[src/rtl/writeback_arbiter_pkg.sv]
// writeback_arbiter_pkg: shared widths, queue depth and the write request type
package writeback_arbiter_pkg;
    localparam int XLEN     = 64;
    localparam int NREG     = 32;
    localparam int AW       = 5;
    localparam int LQ_DEPTH = 2;

    typedef struct packed {
        logic [AW-1:0]   rd;
        logic [XLEN-1:0] data;
    } wb_req_t;
endpackage

[src/rtl/writeback_arbiter_if.sv]
// writeback_arbiter_if: ALU, load, reservation, hazard and register-bank write signals
interface writeback_arbiter_if;
    import writeback_arbiter_pkg::*;
    logic            alu_valid;
    logic [AW-1:0]   alu_rd;
    logic [XLEN-1:0] alu_data;
    logic            ld_valid;
    logic [AW-1:0]   ld_rd;
    logic [XLEN-1:0] ld_data;
    logic            ld_ready;
    logic            rsv_valid;
    logic [AW-1:0]   rsv_rd;
    logic [AW-1:0]   chk_rs1;
    logic [AW-1:0]   chk_rs2;
    logic            hazard;
    logic            wb_regwrite;
    logic [AW-1:0]   wb_rd;
    logic [XLEN-1:0] wb_data;

    modport slave (
        input  alu_valid, alu_rd, alu_data, ld_valid, ld_rd, ld_data,
        input  rsv_valid, rsv_rd, chk_rs1, chk_rs2,
        output ld_ready, hazard, wb_regwrite, wb_rd, wb_data
    );

    modport master (
        output alu_valid, alu_rd, alu_data, ld_valid, ld_rd, ld_data,
        output rsv_valid, rsv_rd, chk_rs1, chk_rs2,
        input  ld_ready, hazard, wb_regwrite, wb_rd, wb_data
    );
endinterface

[src/rtl/writeback_arbiter_fifo.sv]
// wb_fifo: circular-buffer FIFO with wrapping pointers and an occupancy count
module wb_fifo #(
    parameter int DEPTH = 2,
    parameter int W     = 8
) (
    input  logic                         clk,
    input  logic                         rst,
    input  logic                         push,
    input  logic [W-1:0]                 din,
    input  logic                         pop,
    output logic [W-1:0]                 dout,
    output logic                         full,
    output logic                         empty,
    output logic [$clog2(DEPTH+1)-1:0]   count
);
    localparam int PW = $clog2(DEPTH);
    localparam int CW = $clog2(DEPTH + 1);

    logic [W-1:0]  mem [DEPTH];
    logic [PW-1:0] wp, rp;
    logic          do_push, do_pop;

    assign do_push = push && !full;
    assign do_pop  = pop && !empty;
    assign full    = count == CW'(DEPTH);
    assign empty   = count == '0;
    assign dout    = mem[rp];

    // storage needs no reset; only pointers and count define validity
    always_ff @(posedge clk)
        if (do_push) mem[wp] <= din;

    // pointers wrap naturally because DEPTH is a power of two
    always_ff @(posedge clk) begin
        if (rst) begin
            wp    <= '0;
            rp    <= '0;
            count <= '0;
        end else begin
            if (do_push) wp <= wp + PW'(1);
            if (do_pop) rp <= rp + PW'(1);
            count <= count + CW'(do_push) - CW'(do_pop);
        end
    end
endmodule

[src/rtl/writeback_arbiter.sv]
// writeback_arbiter: merges ALU and load results onto the register-bank write port
module writeback_arbiter
    import writeback_arbiter_pkg::*;
(
    input logic                 clk,
    input logic                 rst,
    writeback_arbiter_if.slave  bus
);
    localparam int CW = $clog2(LQ_DEPTH + 1);

    wb_req_t         alu_req, ld_req, head, sel, wb_q;
    logic            empty, full, pop, push, bypass, ld_acc, ld_ready;
    logic            sel_valid, ld_sel, regwrite_q;
    logic [CW-1:0]   count;
    logic [NREG-1:0] pending, set_m, clr_m;

    assign alu_req  = '{rd: bus.alu_rd, data: bus.alu_data};
    assign ld_req   = '{rd: bus.ld_rd, data: bus.ld_data};
    assign ld_ready = (count < CW'(LQ_DEPTH)) && !rst;

    wb_fifo #(.DEPTH(LQ_DEPTH), .W($bits(wb_req_t))) u_fifo (
        .clk(clk), .rst(rst), .push(push), .din(ld_req), .pop(pop),
        .dout(head), .full(full), .empty(empty), .count(count)
    );

    // ALU first, then queued loads in order, then a bypassed load when the queue is empty
    always_comb begin
        ld_acc    = bus.ld_valid && ld_ready;
        pop       = !bus.alu_valid && !empty;
        bypass    = !bus.alu_valid && empty && ld_acc;
        push      = ld_acc && !bypass && !full;
        sel_valid = bus.alu_valid || pop || bypass;
        ld_sel    = pop || bypass;
        sel       = bus.alu_valid ? alu_req : pop ? head : ld_req;
        set_m     = (bus.rsv_valid && bus.rsv_rd != '0) ? NREG'(1) << bus.rsv_rd : '0;
        clr_m     = ld_sel ? NREG'(1) << sel.rd : '0;
    end

    // write port register and pending-load scoreboard; a new reservation beats a same-cycle clear
    always_ff @(posedge clk) begin
        if (rst) begin
            regwrite_q <= 1'b0;
            wb_q       <= '0;
            pending    <= '0;
        end else begin
            regwrite_q <= sel_valid && sel.rd != '0;
            if (sel_valid && sel.rd != '0) wb_q <= sel;
            pending <= (pending & ~clr_m) | set_m;
        end
    end

    assign bus.ld_ready    = ld_ready;
    assign bus.wb_regwrite = regwrite_q;
    assign bus.wb_rd       = wb_q.rd;
    assign bus.wb_data     = wb_q.data;
    assign bus.hazard      = !rst && (pending[bus.chk_rs1] | pending[bus.chk_rs2]);
endmodule

[src/flat_wrapper.sv]
// flat-port wrapper written by rule: the top's interface ports become plain ports
module writeback_arbiter_flat import writeback_arbiter_pkg::*;
  (clk, rst, bus_alu_valid, bus_alu_rd, bus_alu_data, bus_ld_valid, bus_ld_rd, bus_ld_data, bus_rsv_valid, bus_rsv_rd, bus_chk_rs1, bus_chk_rs2, bus_ld_ready, bus_hazard, bus_wb_regwrite, bus_wb_rd, bus_wb_data);
  writeback_arbiter_if bus_i ();
  input logic clk;
  input logic rst;
  input wire logic [$bits(bus_i.alu_valid)-1:0] bus_alu_valid;
  input wire logic [$bits(bus_i.alu_rd)-1:0] bus_alu_rd;
  input wire logic [$bits(bus_i.alu_data)-1:0] bus_alu_data;
  input wire logic [$bits(bus_i.ld_valid)-1:0] bus_ld_valid;
  input wire logic [$bits(bus_i.ld_rd)-1:0] bus_ld_rd;
  input wire logic [$bits(bus_i.ld_data)-1:0] bus_ld_data;
  input wire logic [$bits(bus_i.rsv_valid)-1:0] bus_rsv_valid;
  input wire logic [$bits(bus_i.rsv_rd)-1:0] bus_rsv_rd;
  input wire logic [$bits(bus_i.chk_rs1)-1:0] bus_chk_rs1;
  input wire logic [$bits(bus_i.chk_rs2)-1:0] bus_chk_rs2;
  output wire logic [$bits(bus_i.ld_ready)-1:0] bus_ld_ready;
  output wire logic [$bits(bus_i.hazard)-1:0] bus_hazard;
  output wire logic [$bits(bus_i.wb_regwrite)-1:0] bus_wb_regwrite;
  output wire logic [$bits(bus_i.wb_rd)-1:0] bus_wb_rd;
  output wire logic [$bits(bus_i.wb_data)-1:0] bus_wb_data;
  assign bus_i.alu_valid = bus_alu_valid;
  assign bus_i.alu_rd = bus_alu_rd;
  assign bus_i.alu_data = bus_alu_data;
  assign bus_i.ld_valid = bus_ld_valid;
  assign bus_i.ld_rd = bus_ld_rd;
  assign bus_i.ld_data = bus_ld_data;
  assign bus_i.rsv_valid = bus_rsv_valid;
  assign bus_i.rsv_rd = bus_rsv_rd;
  assign bus_i.chk_rs1 = bus_chk_rs1;
  assign bus_i.chk_rs2 = bus_chk_rs2;
  assign bus_ld_ready = bus_i.ld_ready;
  assign bus_hazard = bus_i.hazard;
  assign bus_wb_regwrite = bus_i.wb_regwrite;
  assign bus_wb_rd = bus_i.wb_rd;
  assign bus_wb_data = bus_i.wb_data;
  writeback_arbiter u_core (.clk(clk), .rst(rst), .bus(bus_i));
endmodule
[config.mk]
export PLATFORM = sky130hd
export DESIGN_NAME = writeback_arbiter_flat
export DESIGN_NICKNAME = d
export VERILOG_FILES = /design/src/rtl/writeback_arbiter_pkg.sv /design/src/rtl/writeback_arbiter_if.sv /design/src/rtl/writeback_arbiter_fifo.sv /design/src/rtl/writeback_arbiter.sv /design/src/flat_wrapper.sv
export SDC_FILE = /design/constraint.sdc
export NUM_CORES = 1
export LEC_CHECK = 0
export ABC_AREA = 1
export CORE_MARGIN = 10
export CORE_UTILIZATION = 50
export DETAILED_ROUTE_END_ITERATION = 12
export PLACE_DENSITY = 0.78
export SLEW_MARGIN = 20
export SYNTH_ARGS = -nofsm -noshare
export SYNTH_HDL_FRONTEND = slang
export SYNTH_SLANG_ARGS = --single-unit
[constraint.sdc]
create_clock -name clk -period 11.6 [get_ports clk]
set_input_delay 1.16 -clock clk [delete_from_list [all_inputs] [get_ports clk]]
set_output_delay 1.16 -clock clk [all_outputs]
set_load 0.005 [all_outputs]
# ---- Word level (Yosys, flattened, before mapping)
# Memory sizes are Yosys's and may differ from the RTL's. A register that Yosys moved wholly into a read port is not among the register bits.
# Cells that the tools add are included.
dict set report classes {
  mux 12
  reduce_logical 23
  n_lt_le_gt_ge 3
  n_bitwise 4
  add_sub_neg 4
  shifts 2
  eq_ne 1
}
# operator n
set ops {}
lappend ops {{two-way mux 69 bit} 2}
lappend ops {{two-way mux 32 bit} 2}
lappend ops {{<< shifter 1 x 5 -> 32 bit (first input constant)} 2}
lappend ops {{bitwise AND 32 bit} 1}
lappend ops {{NOT 32 bit} 1}
lappend ops {{bitwise OR 32 bit} 1}
lappend ops {{logical AND 1 bit} 12}
lappend ops {{< comparator 5 x 6 -> 1 bit (second input constant)} 2}
lappend ops {{binary-select mux 1 bit (select 5 bit)} 2}
lappend ops {{nonzero test 5 bit} 2}
lappend ops {{two-way mux 1 bit} 6}
lappend ops {{zero test 1 bit} 5}
lappend ops {{logical OR 1 bit} 3}
lappend ops {{adder 1 bit (second input constant)} 2}
lappend ops {{adder 2 x 1 -> 2 bit} 1}
lappend ops {{== test 2 bit (second input constant)} 1}
lappend ops {{zero test 2 bit} 1}
lappend ops {{< comparator 2 bit (second input constant)} 1}
lappend ops {{subtractor 2 x 1 -> 2 bit} 1}
lappend ops {{bitwise OR 1 bit} 1}
dict set report word_totals {
  inputBits 158
  mem_count 1
  mem_bits_rw 138
  ff_bits 106
  elab_cells 57
  out_inout_bits 72
}
# name depth width read_ports rd_ports_with_merged_regs wr line_no
set memory_table {}
lappend memory_table {u_core.u_fifo.mem 2 69 1 1 1 writeback_arbiter_fifo.sv:19} ;# logic [W-1:0] mem [DEPTH];

# ---- Depth between registers and ports, before layout
dict set report logic_depth {
  ltp_word 10
  depth_mapped 15
  ltp_nobuf 12
}

# ---- Modules after synthesis
# From an unflattened synthesis, not the netlist that was laid out.
dict set report hier_totals {
  hier_cells 1228
  hier_area_um2 11204.5
}
# mod seq_area_each_um2 area_each_um2 cells_each instances
set modules_own_cells {}
lappend modules_own_cells {writeback_arbiter 2042.0 5931.9 974 1}
lappend modules_own_cells {wb_fifo 4244.1 5272.6 254 1}

# ---- Worst setup path after synthesis
# OpenSTA, ideal clock, no wires.
dict set report synth_path {
  kind {in2reg}
  start {in bus_alu_valid}
  end {mem u_core.u_fifo.mem[1][0] (netlist name) (enable)}
  arrival_time_ns 4.894
  path_slack_ns 6.208
  setup_time_ns 0.498
  path_stages 8
  path_buffers 2
  t_required_ns 11.102
  cell_sequence {inv_2 buf_2 nand2_1 inv_1 buf_2 nor2_1 inv_1 nor2_1}
}
dict set report synth_via {
  elab_chain_len 9
}
# item line_no
set synth_rtl {}
lappend synth_rtl {{start, declared} flat_wrapper.sv:7} ;# input wire logic [$bits(bus_i.alu_valid)-1:0] bus_alu_valid;
lappend synth_rtl {{zero test 1 bit} writeback_arbiter.sv:30} ;# bypass = !bus.alu_valid && empty && ld_acc;
lappend synth_rtl {{logical AND 1 bit (2 in series)} writeback_arbiter.sv:30}
lappend synth_rtl {{zero test 1 bit} writeback_arbiter.sv:31} ;# push = ld_acc && !bypass && !full;
lappend synth_rtl {{logical AND 1 bit (2 in series)} writeback_arbiter.sv:31}
lappend synth_rtl {{logical AND 1 bit} writeback_arbiter_fifo.sv:23} ;# assign do_push = push && !full;
lappend synth_rtl {{two-way mux 1 bit} writeback_arbiter_fifo.sv:31} ;# if (do_push) mem[wp] <= din;
lappend synth_rtl {{two-way mux 1 bit (not written as such)} writeback_arbiter_fifo.sv:31}
lappend synth_rtl {{end, declared} writeback_arbiter_fifo.sv:19}
# No other way between the ends.

# ---- Worst setup path in the final report
dict set report layout_path {
  start {in bus_chk_rs2[0]}
  end {out bus_hazard}
}
dict set report layout_via {
  elab_chain_len 4
}
# item line_no
set layout_rtl {}
lappend layout_rtl {{start, declared} flat_wrapper.sv:16} ;# input wire logic [$bits(bus_i.chk_rs2)-1:0] bus_chk_rs2;
lappend layout_rtl {{binary-select mux 1 bit (select 5 bit)} writeback_arbiter.sv:56} ;# assign bus.hazard = !rst && (pending[bus.chk_rs1] | pending[bus.chk_rs2]);
lappend layout_rtl {{two-way mux 1 bit (not written as such)} writeback_arbiter.sv:56}
lappend layout_rtl {{bitwise OR 1 bit} writeback_arbiter.sv:56}
lappend layout_rtl {{logical AND 1 bit} writeback_arbiter.sv:56}
lappend layout_rtl {{end, declared} flat_wrapper.sv:18} ;# output wire logic [$bits(bus_i.hazard)-1:0] bus_hazard;
# No other way between the ends. The select of a mux whose other input is x is not followed.

==> run_results.csv <==
group,metric,value,unit
route,vias,10411,
clocking,cts_resized,0,
pwr,swShare,0.329,
pwr,vdd_drop_max,0.114,mV
sta,finalSetupViolations,0,
synthesis,avgSynthCellArea,7.95,um^2
place,gp_congestion,0.904,
global_route,grt_max_degree,70,
sta,setup_tns,0,ns
clocking,cts_hold_buffers,0,
setup_path,startpoint,"bus_chk_rs2[0]",
setup_path,start_kind,"input port",
setup_path,worstSetupPathType,"in -> out",
sta,fin_skew,0.0110,ns
place,post-place-cells,1882,
place,place_ws,6.53,ns
sta,period_share,0.411,
route,routed_wl,34.6,mm
sta,period_minus_slack,4.76,ns
setup_path,cp_slowest_cell,"clkdlybuf4s50_1",
pwr,power.total,2.90,mW
die,die_h,171,um
global_route,antenna_found_initial,8,
clocking,cts_buffers,26,
route,initialDrtViolationCount,925,
synthesis,synth_warnings,0,
place,post_dp_cell_area,13800,um^2
die,start_util,0.508,
global_route,grt_pass1_vias,10120,
place,hpwl,23.5,mm
die,die_w,171,um
setup_path,worst_ep_required_time,10.44,ns
setup_path,rrSetupSlack,7.88,ns
min_path,hold_start,"u_core.u_fifo.rp",
setup_path,crit-reg2reg-launch,"u_core.u_fifo.count[1]",
sta,max_freq,210,MHz
setup_path,critPathMaxStageDelay,0.86,ns
route,drtPass1Iterations,6,
pwr,p_seq_frac,0.391,
synthesis,yosys-top-cells-area,"edfxtp_1, dfxtp_1, nand2_1, nor2_1, nand3_1",
job,cap_viol_max_count,0,
sta,final-max-slew-violation-count,0,
setup_path,critPathCaptureType,"output port",
clocking,clock_latency,0.52,ns
die,core-area,22600,um^2
global_route,grt.total_usage,0.228,
final_layout,syn2layout_area_growth,28.5,%
clocking,cts.sinks,245,
die,num_io_pins,230,
die,fp-row-count,55,
clocking,path_clk_slew,0.06,ns
setup_path,crit_chain,"clkdlybuf4s50_1 -> inv_1 -> nand2_1 -> nand3_1 -> nand3_1 -> nand3_1 -> nand3b_1 -> nand2_1 -> nor2_1 -> nor2_1 -> clkdlybuf4s50_1",
setup_path,crit_fanout,18,
global_route,overflow,0,
synthesis,yosysSeqAreaShare,0.549,
sta,relSlewSlack,0.283,
final_layout,design_area,14700,um^2
route,via_per_inst,5.38,
final_layout,layout.cells.non_filler,1935,
pwr,clkPwrFrac,0.291,
final_layout,fin_nets,1786,
sta,finalHoldViolCount,0,
pwr,internal_power,1.95,mW
synthesis,yosysTopAreaCellShare,0.362,
final_layout,layout-drive-gt1-share,0.0468,
route,drc,0,
global_route,grt_pass1_wl,53.9,mm
synthesis,synth_cells,1441,
synthesis,synth.distinct_cells,34,
outcome,status,"completed",
pwr,power.density,197,nW/um^2
pwr,switching_power,954,uW
setup_path,cp_data_arrival_time,3.60,ns
min_path,hp-class,"reg -> reg",
sta,holdWs,0.446,ns
die,dieArea,29400,um^2
synthesis,syn_nets,1601,
synthesis,yosysTopAreaCell,"edfxtp_1",
clocking,htree_levels,1,
place,port_buffers,229,
setup_path,crit_top_cell,"nand3_1",
clocking,post_cts_buffers,0,
sta,worst_slack,6.84,ns
sta,rsz0062_at_grt,"false",
synthesis,ys_ff_latch,245,
final_layout,fin_util,0.652,
clocking,cts_root_buf,"clkbuf_16",
synthesis,syn_area,11500,um^2
pwr,leakage,6.00,nW
route,wl_per_cell,17.9,um
clocking,cts_tree,"done",
pwr,combPwrFrac,0.318,
route,ant_nets,0,
clocking,cts_max_path_buffers,3,
sta,max_slew.worst_pin.slew,1.07,ns
[cell type report]
type,count,area [um^2]
Clock buffer,34,732
Timing Repair Buffer,239,2370
Antenna cell,4,10.0
Sequential cell,245,6290
Inverter,95,357
Multi-Input combinational cell,1019,4460
Fill cell,1877,7850
Clock inverter,14,146
Tap cell,285,357
[synthesized netlist by cell type (all sizes together)]
cell type / instances
nand2: 524
nor2: 212
edfxtp: 138
nand3: 127
dfxtp: 107
inv: 94
a21oi: 70
clkbuf: 47
buf: 35
nand4: 30
o311ai: 18
a211oi: 8
or2: 7
o211ai: 5
o21ai: 5
nand3b: 3
nor3: 3
nor4: 3
ha: 2
clkinv: 1
o221ai: 1
xor2: 1
[final timing paths]
kind | to | depth (start not counted)
hold reg to reg | flip-flop | 1
hold / removal | flip-flop | 1
setup reg to reg | u_core.bus.wb_data[46] | 10
setup / recovery | bus_hazard | 11
[registers in the layout, summed over array words and instances (netlist names), named ones only]
register                cells
u_core.pending             32
u_core.bus.wb_regwrite      1
u_core.u_fifo.wp            1
u_core.u_fifo.rp            1
u_core.u_fifo.mem         138
u_core.u_fifo.count         2
u_core.bus.wb_data         64
u_core.bus.wb_rd            5
[critical path: cells and delay by family]
kind	cells	cell delay [ns]
buf+inv	3	1.72
simple gates	8	0.71
[cell families after synthesis]
kind of cell               Yosys count  share of synthesized area
AOI/OAI and AO/OA                  107                     0.0561
xor gates and xnor gates             1                   0.000764
adders and majority gates            2                    0.00218
buffers and inverters              177                     0.0643
DFF                                245                      0.549
and+or+nand+nor                    909                      0.328
[cell usage in the layout (no fill, tap or decap), types with 2 or more instances in the layout]
master           Yosys  layout
a211oi_1             8       8
clkbuf_8             0       3
ha_1                 2       2
a21oi_1             69      69
nor3_1               3       3
nand2_1            521     521
nand2_2              3       3
nor4_1               3       3
nor2_2               2       3
nor2_4               2       5
nand4_1             30      30
inv_1               92      90
nand3_1            124     124
clkinv_1             1       5
o311ai_0            18      18
buf_4                3       9
nand3b_1             3       3
clkinv_2             0       5
clkbuf_16            0      27
clkbuf_1            47       4
diode_2              0       4
o211ai_1             5       5
bufinv_16            0       3
inv_2                2       4
edfxtp_1           138     138
or2_2                5       5
o21ai_0              5       5
nand3_4              2       2
or2_1                2       2
clkdlybuf4s50_1      0     228
dfxtp_1            107     106
nor2_1             207     203
[power by group through the flow]
stage | combinational, mW | clock, mW | sequential (mW)
after global routing | 1.03 | 0.882 | 1.15
after CTS | 0.924 | 0.852 | 1.14
after floorplan | 0.533 | 0 | 1.14
after detailed placement | 0.916 | 0 | 1.15
final | 0.923 | 0.843 | 1.13
after global placement | 0.903 | 0 | 1.15
[metal layers]
metal,vias to the layer above,global-route usage,part of all wire
li1,5067,-,-
met1,4862,0.281,0.42
met2,397,0.384,0.47
met3,79,0.0617,0.084
met4,6,0.0658,0.026
met5,-,0,0.0013
Power figures use the tool's default switching activity.
